## src/rtl/uart_tx_sched_if.sv

```systemverilog
// uart_tx_sched_if
// Bundles the register-file side and transmitter side signals of the UART
// transmit scheduler so they travel as one port.
//   master : the register file / transmitter environment (drives wr_en,
//            wr_data, enable, dvsr, tx_done, clr_ovf; observes everything else)
//   slave  : the scheduler itself (drives s_tick, tx_start, tx_data, busy,
//            full, empty, count, overflow)
// DEPTH is the FIFO depth (power of two, >= 2) and DW the byte width.
interface uart_tx_sched_if #(
   parameter int DEPTH = 4,
   parameter int DW    = 8
);
   localparam int CW = $clog2(DEPTH) + 1;

   logic          wr_en;
   logic [DW-1:0] wr_data;
   logic          enable;
   logic [10:0]   dvsr;
   logic          tx_done;
   logic          clr_ovf;

   logic          s_tick;
   logic          tx_start;
   logic [DW-1:0] tx_data;
   logic          busy;
   logic          full;
   logic          empty;
   logic [CW-1:0] count;
   logic          overflow;

   modport master (
      output wr_en, wr_data, enable, dvsr, tx_done, clr_ovf,
      input  s_tick, tx_start, tx_data, busy, full, empty, count, overflow
   );

   modport slave (
      input  wr_en, wr_data, enable, dvsr, tx_done, clr_ovf,
      output s_tick, tx_start, tx_data, busy, full, empty, count, overflow
   );
endinterface

```

## src/rtl/uart_tx_sched.sv

```systemverilog
// uart_tx_sched
// Transmit scheduler for the memory-mapped UART. Queues CPU-written bytes in
// a small circular FIFO, produces the baud tick from the programmed divisor
// and hands bytes to the transmitter one at a time with a start/done pulse
// handshake.
// Ports:
//   clk    : system clock, all state changes on the rising edge
//   rst_n  : asynchronous active-low reset
//   bus    : uart_tx_sched_if.slave
//            inputs  wr_en, wr_data, enable, dvsr, tx_done, clr_ovf
//            outputs s_tick, tx_start, tx_data, busy, full, empty, count,
//                    overflow
module uart_tx_sched #(
   parameter int DEPTH = 4,
   parameter int DW    = 8
) (
   input  logic           clk,
   input  logic           rst_n,
   uart_tx_sched_if.slave bus
);

   localparam int AW = $clog2(DEPTH);
   localparam int CW = AW + 1;

   typedef enum logic [1:0] {
      IDLE  = 2'd0,
      START = 2'd1,
      BUSY  = 2'd2
   } state_t;

   state_t        state_q;
   state_t        state_d;

   logic [DW-1:0] mem [DEPTH];
   logic [AW-1:0] wr_ptr_q;
   logic [AW-1:0] rd_ptr_q;
   logic [CW-1:0] count_q;

   logic          overflow_q;
   logic          tx_start_q;
   logic [DW-1:0] tx_data_q;

   logic [10:0]   baud_q;
   logic [10:0]   baud_d;
   logic          s_tick_q;

   logic          full_w;
   logic          empty_w;
   logic          push_ok;
   logic          push_drop;
   logic          pop;

   // FIFO status decodes straight from the registered occupancy. A push is
   // judged against the count before the edge, so a push arriving while full
   // is dropped even if a pop frees a slot at that same edge.
   always_comb begin
      full_w    = (count_q == CW'(DEPTH));
      empty_w   = (count_q == '0);
      push_ok   = bus.wr_en && !full_w;
      push_drop = bus.wr_en && full_w;
   end

   // Next-state logic for the byte sequencer. The pop is tied to the
   // IDLE->START transition so the head byte is captured exactly when the
   // transmitter is told to start. tx_done only matters in BUSY, and a
   // dropped enable never aborts a byte already started.
   always_comb begin
      state_d = state_q;
      pop     = 1'b0;
      case (state_q)
         IDLE: begin
            if (bus.enable && !empty_w) begin
               state_d = START;
               pop     = 1'b1;
            end
         end
         START: begin
            state_d = BUSY;
         end
         BUSY: begin
            if (bus.tx_done) begin
               state_d = IDLE;
            end
         end
         default: begin
            state_d = IDLE;
         end
      endcase
   end

   // State register plus the registered start pulse, which is high for
   // exactly the one cycle spent in START.
   always_ff @(posedge clk or negedge rst_n) begin
      if (!rst_n) begin
         state_q    <= IDLE;
         tx_start_q <= 1'b0;
      end else begin
         state_q    <= state_d;
         tx_start_q <= (state_d == START);
      end
   end

   // Storage array. It carries no reset: after reset the pointers and count
   // say the FIFO is empty, so whatever the array still holds is never read.
   always_ff @(posedge clk) begin
      if (push_ok) begin
         mem[wr_ptr_q] <= bus.wr_data;
      end
   end

   // Pointers and occupancy. Pointers are AW bits and wrap naturally because
   // DEPTH is a power of two; the count is kept separately so full and empty
   // are unambiguous. A simultaneous push and pop leaves the count alone.
   always_ff @(posedge clk or negedge rst_n) begin
      if (!rst_n) begin
         wr_ptr_q <= '0;
         rd_ptr_q <= '0;
         count_q  <= '0;
      end else begin
         if (push_ok) begin
            wr_ptr_q <= wr_ptr_q + AW'(1);
         end
         if (pop) begin
            rd_ptr_q <= rd_ptr_q + AW'(1);
         end
         case ({push_ok, pop})
            2'b10:   count_q <= count_q + CW'(1);
            2'b01:   count_q <= count_q - CW'(1);
            default: count_q <= count_q;
         endcase
      end
   end

   // Byte handed to the transmitter. Loaded only on the pop, so it holds
   // steady through START and BUSY and on until the next byte starts.
   always_ff @(posedge clk or negedge rst_n) begin
      if (!rst_n) begin
         tx_data_q <= '0;
      end else if (pop) begin
         tx_data_q <= mem[rd_ptr_q];
      end
   end

   // Sticky overflow flag. A dropped push in the same cycle as a clear keeps
   // the flag set so software never loses the evidence of a lost byte.
   always_ff @(posedge clk or negedge rst_n) begin
      if (!rst_n) begin
         overflow_q <= 1'b0;
      end else if (push_drop) begin
         overflow_q <= 1'b1;
      end else if (bus.clr_ovf) begin
         overflow_q <= 1'b0;
      end
   end

   // Baud counter counts 0..dvsr and wraps. If dvsr is lowered below the
   // current count the counter simply runs on through 2^11 back to zero;
   // software is expected to change the divisor only while idle.
   always_comb begin
      if (baud_q == bus.dvsr) begin
         baud_d = '0;
      end else begin
         baud_d = baud_q + 11'd1;
      end
   end

   // Counter register and registered tick. The tick is computed from the
   // next count so that it is high in the same cycle the counter sits at
   // dvsr; with dvsr==0 it stays high continuously. Runs regardless of
   // enable so the transmitter always has a bit clock.
   always_ff @(posedge clk or negedge rst_n) begin
      if (!rst_n) begin
         baud_q   <= '0;
         s_tick_q <= 1'b0;
      end else begin
         baud_q   <= baud_d;
         s_tick_q <= (baud_d == bus.dvsr);
      end
   end

   // Output drive. busy, full and empty are plain decodes of registered
   // state; everything else comes straight from a flop.
   assign bus.s_tick   = s_tick_q;
   assign bus.tx_start = tx_start_q;
   assign bus.tx_data  = tx_data_q;
   assign bus.busy     = (state_q != IDLE);
   assign bus.full     = full_w;
   assign bus.empty    = empty_w;
   assign bus.count    = count_q;
   assign bus.overflow = overflow_q;

endmodule

```

## src/flat_wrapper.sv

```systemverilog
// flat-port wrapper written by rule: the top's interface ports become plain ports
module uart_tx_sched_flat 
#(
   parameter int DEPTH = 4,
   parameter int DW    = 8
)
  (clk, rst_n, bus_wr_en, bus_wr_data, bus_enable, bus_dvsr, bus_tx_done, bus_clr_ovf, bus_s_tick, bus_tx_start, bus_tx_data, bus_busy, bus_full, bus_empty, bus_count, bus_overflow);
  uart_tx_sched_if #(.DEPTH(DEPTH), .DW(DW)) bus_i ();
  input  logic clk;
  input  logic rst_n;
  input wire logic [$bits(bus_i.wr_en)-1:0] bus_wr_en;
  input wire logic [$bits(bus_i.wr_data)-1:0] bus_wr_data;
  input wire logic [$bits(bus_i.enable)-1:0] bus_enable;
  input wire logic [$bits(bus_i.dvsr)-1:0] bus_dvsr;
  input wire logic [$bits(bus_i.tx_done)-1:0] bus_tx_done;
  input wire logic [$bits(bus_i.clr_ovf)-1:0] bus_clr_ovf;
  output wire logic [$bits(bus_i.s_tick)-1:0] bus_s_tick;
  output wire logic [$bits(bus_i.tx_start)-1:0] bus_tx_start;
  output wire logic [$bits(bus_i.tx_data)-1:0] bus_tx_data;
  output wire logic [$bits(bus_i.busy)-1:0] bus_busy;
  output wire logic [$bits(bus_i.full)-1:0] bus_full;
  output wire logic [$bits(bus_i.empty)-1:0] bus_empty;
  output wire logic [$bits(bus_i.count)-1:0] bus_count;
  output wire logic [$bits(bus_i.overflow)-1:0] bus_overflow;
  assign bus_i.wr_en = bus_wr_en;
  assign bus_i.wr_data = bus_wr_data;
  assign bus_i.enable = bus_enable;
  assign bus_i.dvsr = bus_dvsr;
  assign bus_i.tx_done = bus_tx_done;
  assign bus_i.clr_ovf = bus_clr_ovf;
  assign bus_s_tick = bus_i.s_tick;
  assign bus_tx_start = bus_i.tx_start;
  assign bus_tx_data = bus_i.tx_data;
  assign bus_busy = bus_i.busy;
  assign bus_full = bus_i.full;
  assign bus_empty = bus_i.empty;
  assign bus_count = bus_i.count;
  assign bus_overflow = bus_i.overflow;
  uart_tx_sched #(.DEPTH(DEPTH), .DW(DW)) u_core (.clk(clk), .rst_n(rst_n), .bus(bus_i));
endmodule
```

## config.mk

```make
export PLATFORM = sky130hd
export DESIGN_NAME = uart_tx_sched_flat
export DESIGN_NICKNAME = d
export VERILOG_FILES = /design/src/rtl/uart_tx_sched_if.sv /design/src/rtl/uart_tx_sched.sv /design/src/flat_wrapper.sv
export SDC_FILE = /design/constraint.sdc
export NUM_CORES = 1
export LEC_CHECK = 0
export ABC_AREA = 1
export BUFFER_PORTS_ARGS = -buffer_cell sky130_fd_sc_hd__buf_2
export CAP_MARGIN = 20
export CORE_MARGIN = 4
export CORE_UTILIZATION = 35
export CTS_CLUSTER_SIZE = 28
export DETAILED_ROUTE_END_ITERATION = 8
export GPL_TIMING_DRIVEN = 0
export PLACE_DENSITY = 0.6
export SYNTH_ARGS = -nofsm -noshare
export SYNTH_HDL_FRONTEND = slang
export SYNTH_SLANG_ARGS = --single-unit
```

## constraint.sdc

```tcl
create_clock -name clk -period 2.45 [get_ports clk]
set_clock_uncertainty 0.05 [all_clocks]
set_input_delay 0.3675 -clock clk [delete_from_list [all_inputs] [get_ports clk]]
set_output_delay 0.3675 -clock clk [all_outputs]
set_load 0.02 [all_outputs]
```

==> results by stage <==
Power and ir drop:
- Across the VDD grid, the largest voltage drop is 0.000355 V.
- The internal power of the cells totals 0.00256 W.
- The portion of total power attributed to sequential cells is 38.7%.
- The switching part of the total is 39.7%.
- The total net switching power is 0.00168 W.
- The total power of the final layout is 0.00424 W.
- Summed over all cells, the static leakage comes to 1.78 nW.
- In this run, the combinational gates consume 36.8% of the power.
- The share of power burned in the clock network is 24.5%.
- The areal power density over the cells is 1170 nW/um^2.

Logic synthesis:
- For this run, asynchronously set or reset flops after synthesis account for 49.2%.
- The cell with the most instances after synthesis is sky130_fd_sc_hd__nand2_1.
- The most area-hungry cell type in the Yosys netlist is sky130_fd_sc_hd__edfxtp_1.
- Ranked by total cell area, the synthesized netlist is headed by sky130_fd_sc_hd__edfxtp_1 (32%), sky130_fd_sc_hd__dfrtp_1 (25%), sky130_fd_sc_hd__nand2_1 (12%).
- The number of synthesized register bits is 63.
- The number of unique standard cell types used by synthesis is 26.
- The area share of the leading cell type in the synthesized netlist is 31.5%.
- The main flop type after synthesis is sky130_fd_sc_hd__edfxtp_1.
- The number of enable flip-flop cells after synthesis is 32.
- A synthesized cell averages 9.09 um^2.
- The share of the Yosys chip area taken by registers is 57.0%.
- Summing every instance area after synthesis gives 3050 um^2.
- Synthesis produced a netlist with a net count of 367.
- The post-synthesis cell count is 335.
- After synthesis, the most frequently instantiated cells are sky130_fd_sc_hd__nand2_1 (95), sky130_fd_sc_hd__inv_1 (52), sky130_fd_sc_hd__edfxtp_1 (32), sky130_fd_sc_hd__nor2_1 (32), sky130_fd_sc_hd__dfrtp_1 (31).
- The yosys synthesis warning count is 0.

CTS:
- The clock drives 63 sinks.
- After clock tree synthesis, the setup repair step added 0 buffers.
- TritonCTS built the clock tree.
- The number of hold buffers added after CTS was 0.
- In this run the clock root is driven by a sky130_fd_sc_hd__clkbuf_8.
- The clock passes through at most 2 buffers.
- After clock tree synthesis, the clock-pin slew on the worst setup and hold paths is 0.08 ns.
- The post-cts sizing count is 0.
- At the later pin of the worst-skew pair, clock insertion delay measures 0.35 ns.
- The number of buffers created by CTS is 9.
- CTS built an H-tree with a depth of 3.

Timing:
- In this run the tightest slew margin relative to its limit is 48.4%.
- The share of the cycle needed by the critical path after routing is 89.3%.
- The clock period minus worst slack is 2.19 ns.
- For the pin with the worst max-slew slack, the measured transition is 0.771 ns.
- The hold violation count in the final report was 0.
- The total of endpoints with negative setup slack in the final report is 0.
- The sum of negative setup slack is 0 ns.
- Setup repair after global routing left no endpoint under its margin.
- The maximum operating frequency is 0.457 GHz.
- The number of max-slew violations in the final report is 0.

Final layout:
- The post-route cell area is 3620 um^2.
- The post-route netlist has 19.1% of its cells at a drive strength greater than 1.
- After the last flow step, the layout net total stands at 419.
- From synthesis to final layout, the design area changed by 18.8%.
- The antenna diode instance count is 0.

Detailed routing:
- In the final routed layout, each cell accounts on average for 12.9 um.
- In the routed design, unresolved DRC markers number 0.
- The first routing iteration left 77 violations.
- The detailed-router iteration count before antenna repair is 4.
- The routed layout has 2263 vias.
- The total wire length after detailed routing is 6420 um.
- The detail route stage leaves a number of antenna-violating nets equal to 0.
- The detail-routed via count per cell is 4.55.

Worst setup path:
- The cell with the largest stage delay on the worst path is sky130_fd_sc_hd__dfrtp_1.
- The critical path data required time is 2.62 ns.
- The largest fanout on the critical path is 8.
- The type of element capturing the critical path is a flip-flop.
- The startpoint type of the worst setup path is a flip-flop.
- The kind of critical path is flip-flop to flip-flop.
- Among the stages of the critical path, the cell type that occurs most often is sky130_fd_sc_hd__inv_1.
- On the worst path, the slowest cell contributes a delay of 0.44 ns.
- Traced cell by cell, the critical path runs through nor3_2, inv_1, nand2_2, ha_1, inv_1, fa_1, a21oi_1, o21ai_0, xor2_1.
- The arrival time reported for the critical path endpoint is 2.36 ns.

Die:
- The site row count is 33.
- The core region is 8340 um^2.
- The die width is 101 um.
- During I/O placement, the number of pins put on the boundary was 42.
- From bottom edge to top edge, the die measures 101 um.
- The die covers 10300 um^2.
- For this configuration, the core starts out at a cell density of 36.5%.

Status:
- The run finished with clean final reports.

Global routing:
- The via count of the first global-routing pass is 2340.
- The global routing usage summed across all routing layers is 13.8%.
- The largest net degree at the start of global routing is 32.
- The number of antenna violations at the first check in global routing is 0.
- The first global-routing pass estimated 11000 um of wire.
- The global-route congestion overflow total is 0.

Placement:
- The detailed placement HPWL is 4540 um.
- The global placer's final weighted congestion is 0.804.
- Input and output buffers added on the ports amount to 41.
- The cell area after placement is 3390 um^2.

Worst hold path:
- The classification of the worst-slack hold path is primary input to asynchronous set/reset pin.

Flow run:
- The max capacitance violation total is 0.
-- power by group through the flow --
stage	Combinational [W]	Sequential (W)	Clock (W)
2_1_floorplan	0.00102	0.00174	0
3_3_place_gp	0.00154	0.00165	0
3_5_place_dp	0.00157	0.00166	0
4_1_cts	0.00159	0.00164	0.00106
5_1_grt	0.00180	0.00168	0.00112
6_report	0.00156	0.00164	0.00104
-- per-stage QoR --
stage | hold WS [ns] | cells | util (%) | worst slack (ns)
2_1_floorplan | 0.0219 | 335 | - | 0.125
3_3_place_gp | 0.409 | 481 | 40.6 | 0.229
3_5_place_dp | 0.415 | 481 | 40.6 | 0.149
4_1_cts | 0.0551 | 497 | 43.4 | 0.127
5_1_grt | 0.0828 | 497 | 43.4 | 0.0452
6_report | 0.0168 | 497 | 43.4 | 0.263
-- worst max-delay path: cells and delay by family (launching register included) --
| family | cells | cell delay, ns |
|---|---|---|
| adders and majority gates | 2 | 0.56 |
| DFF | 1 | 0.44 |
| AOI/OAI and AO/OA | 2 | 0.29 |
| buffers and inverters | 2 | 0.15 |
| xor gates and xnor gates | 1 | 0.16 |
| and+or+nand+nor | 2 | 0.43 |
-- area by class of cell --
cell class                 instances  area, um^2
clock inverter                     7         104
sequential                        63        1740
clock buffer                       9         124
timing repair buffer              41         205
buffer                             6        41.3
inverter                          53         199
fill                             815        4720
multi-input combinational        213        1080
tap                              105         131
-- path summary, 6_finish.rpt --
path	to	cells past startpoint	slack, ns	startpoint
max	u_core.bus.count[2]$_DFFE_PN0P_	9	0.26	u_core.bus.count[0]$_DFFE_PN0P_
min	u_core.bus.s_tick$_DFF_PN0_	1	0.02	rst_n
max reg2reg	u_core.bus.count[2]$_DFFE_PN0P_	9	0.26	u_core.bus.count[0]$_DFFE_PN0P_
min reg2reg	u_core.bus.tx_data[5]$_DFFE_PN0P_	2	0.43	u_core.bus.tx_data[5]$_DFFE_PN0P_
max in group asynchronous	u_core.wr_ptr_q[0]$_DFFE_PN0P_	1	1.87	rst_n
min in group clk	u_core.bus.overflow$_DFFE_PN0P_	2	0.16	bus_clr_ovf
-- logic make-up (layout without fill, tap and decap cells) --
group	after synthesis	in the layout	share of synthesized area, %
XOR/XNOR	15	15	4.31
AND/OR/NAND/NOR	159	159	21.9
adder cells (fa/ha/maj)	7	7	3.12
buffers and inverters	59	116	7.88
flip-flops	63	63	57.0
AO/OA/AOI/OAI	32	32	5.79
-- state kept, by name (all words and copies together) (netlist names) --
name / flops
u_core.baud_q: 11
u_core.bus.count: 3
u_core.bus.overflow: 1
u_core.bus.s_tick: 1
u_core.bus.tx_data: 8
u_core.bus.tx_start: 1
u_core.mem: 32
u_core.rd_ptr_q: 2
u_core.state_q: 2
u_core.wr_ptr_q: 2
-- placed cells by master (no fill, tap or decap), types with 3 or more instances in the layout --
cell and instances:
sky130_fd_sc_hd__edfxtp_1 32, sky130_fd_sc_hd__nand3_1 9, sky130_fd_sc_hd__o21ai_0 19, sky130_fd_sc_hd__nor2_2 5, sky130_fd_sc_hd__nand2_2 6, sky130_fd_sc_hd__xor2_1 10, sky130_fd_sc_hd__nor3_1 5, sky130_fd_sc_hd__dfrtp_1 31
sky130_fd_sc_hd__o22ai_1 8, sky130_fd_sc_hd__clkbuf_8 10, sky130_fd_sc_hd__buf_2 42, sky130_fd_sc_hd__clkinv_4 3, sky130_fd_sc_hd__inv_1 52, sky130_fd_sc_hd__clkbuf_1 3, sky130_fd_sc_hd__a21oi_1 3, sky130_fd_sc_hd__nand3b_1 4
sky130_fd_sc_hd__nor2_1 32, sky130_fd_sc_hd__nand2_1 94, sky130_fd_sc_hd__ha_1 6, sky130_fd_sc_hd__xnor2_1 5
-- per-layer routing --
metal / share of wire [%] / global-route usage [%] / vias up
li1: - / - / 1162
met1: 45 / 17.2 / 1040
met2: 48 / 22.7 / 49
met3: 5.3 / 3.31 / 12
met4: 2.2 / 6.54 / 0
met5: 0 / 0 / -
No activity file was read; power rests on OpenSTA's default activity.
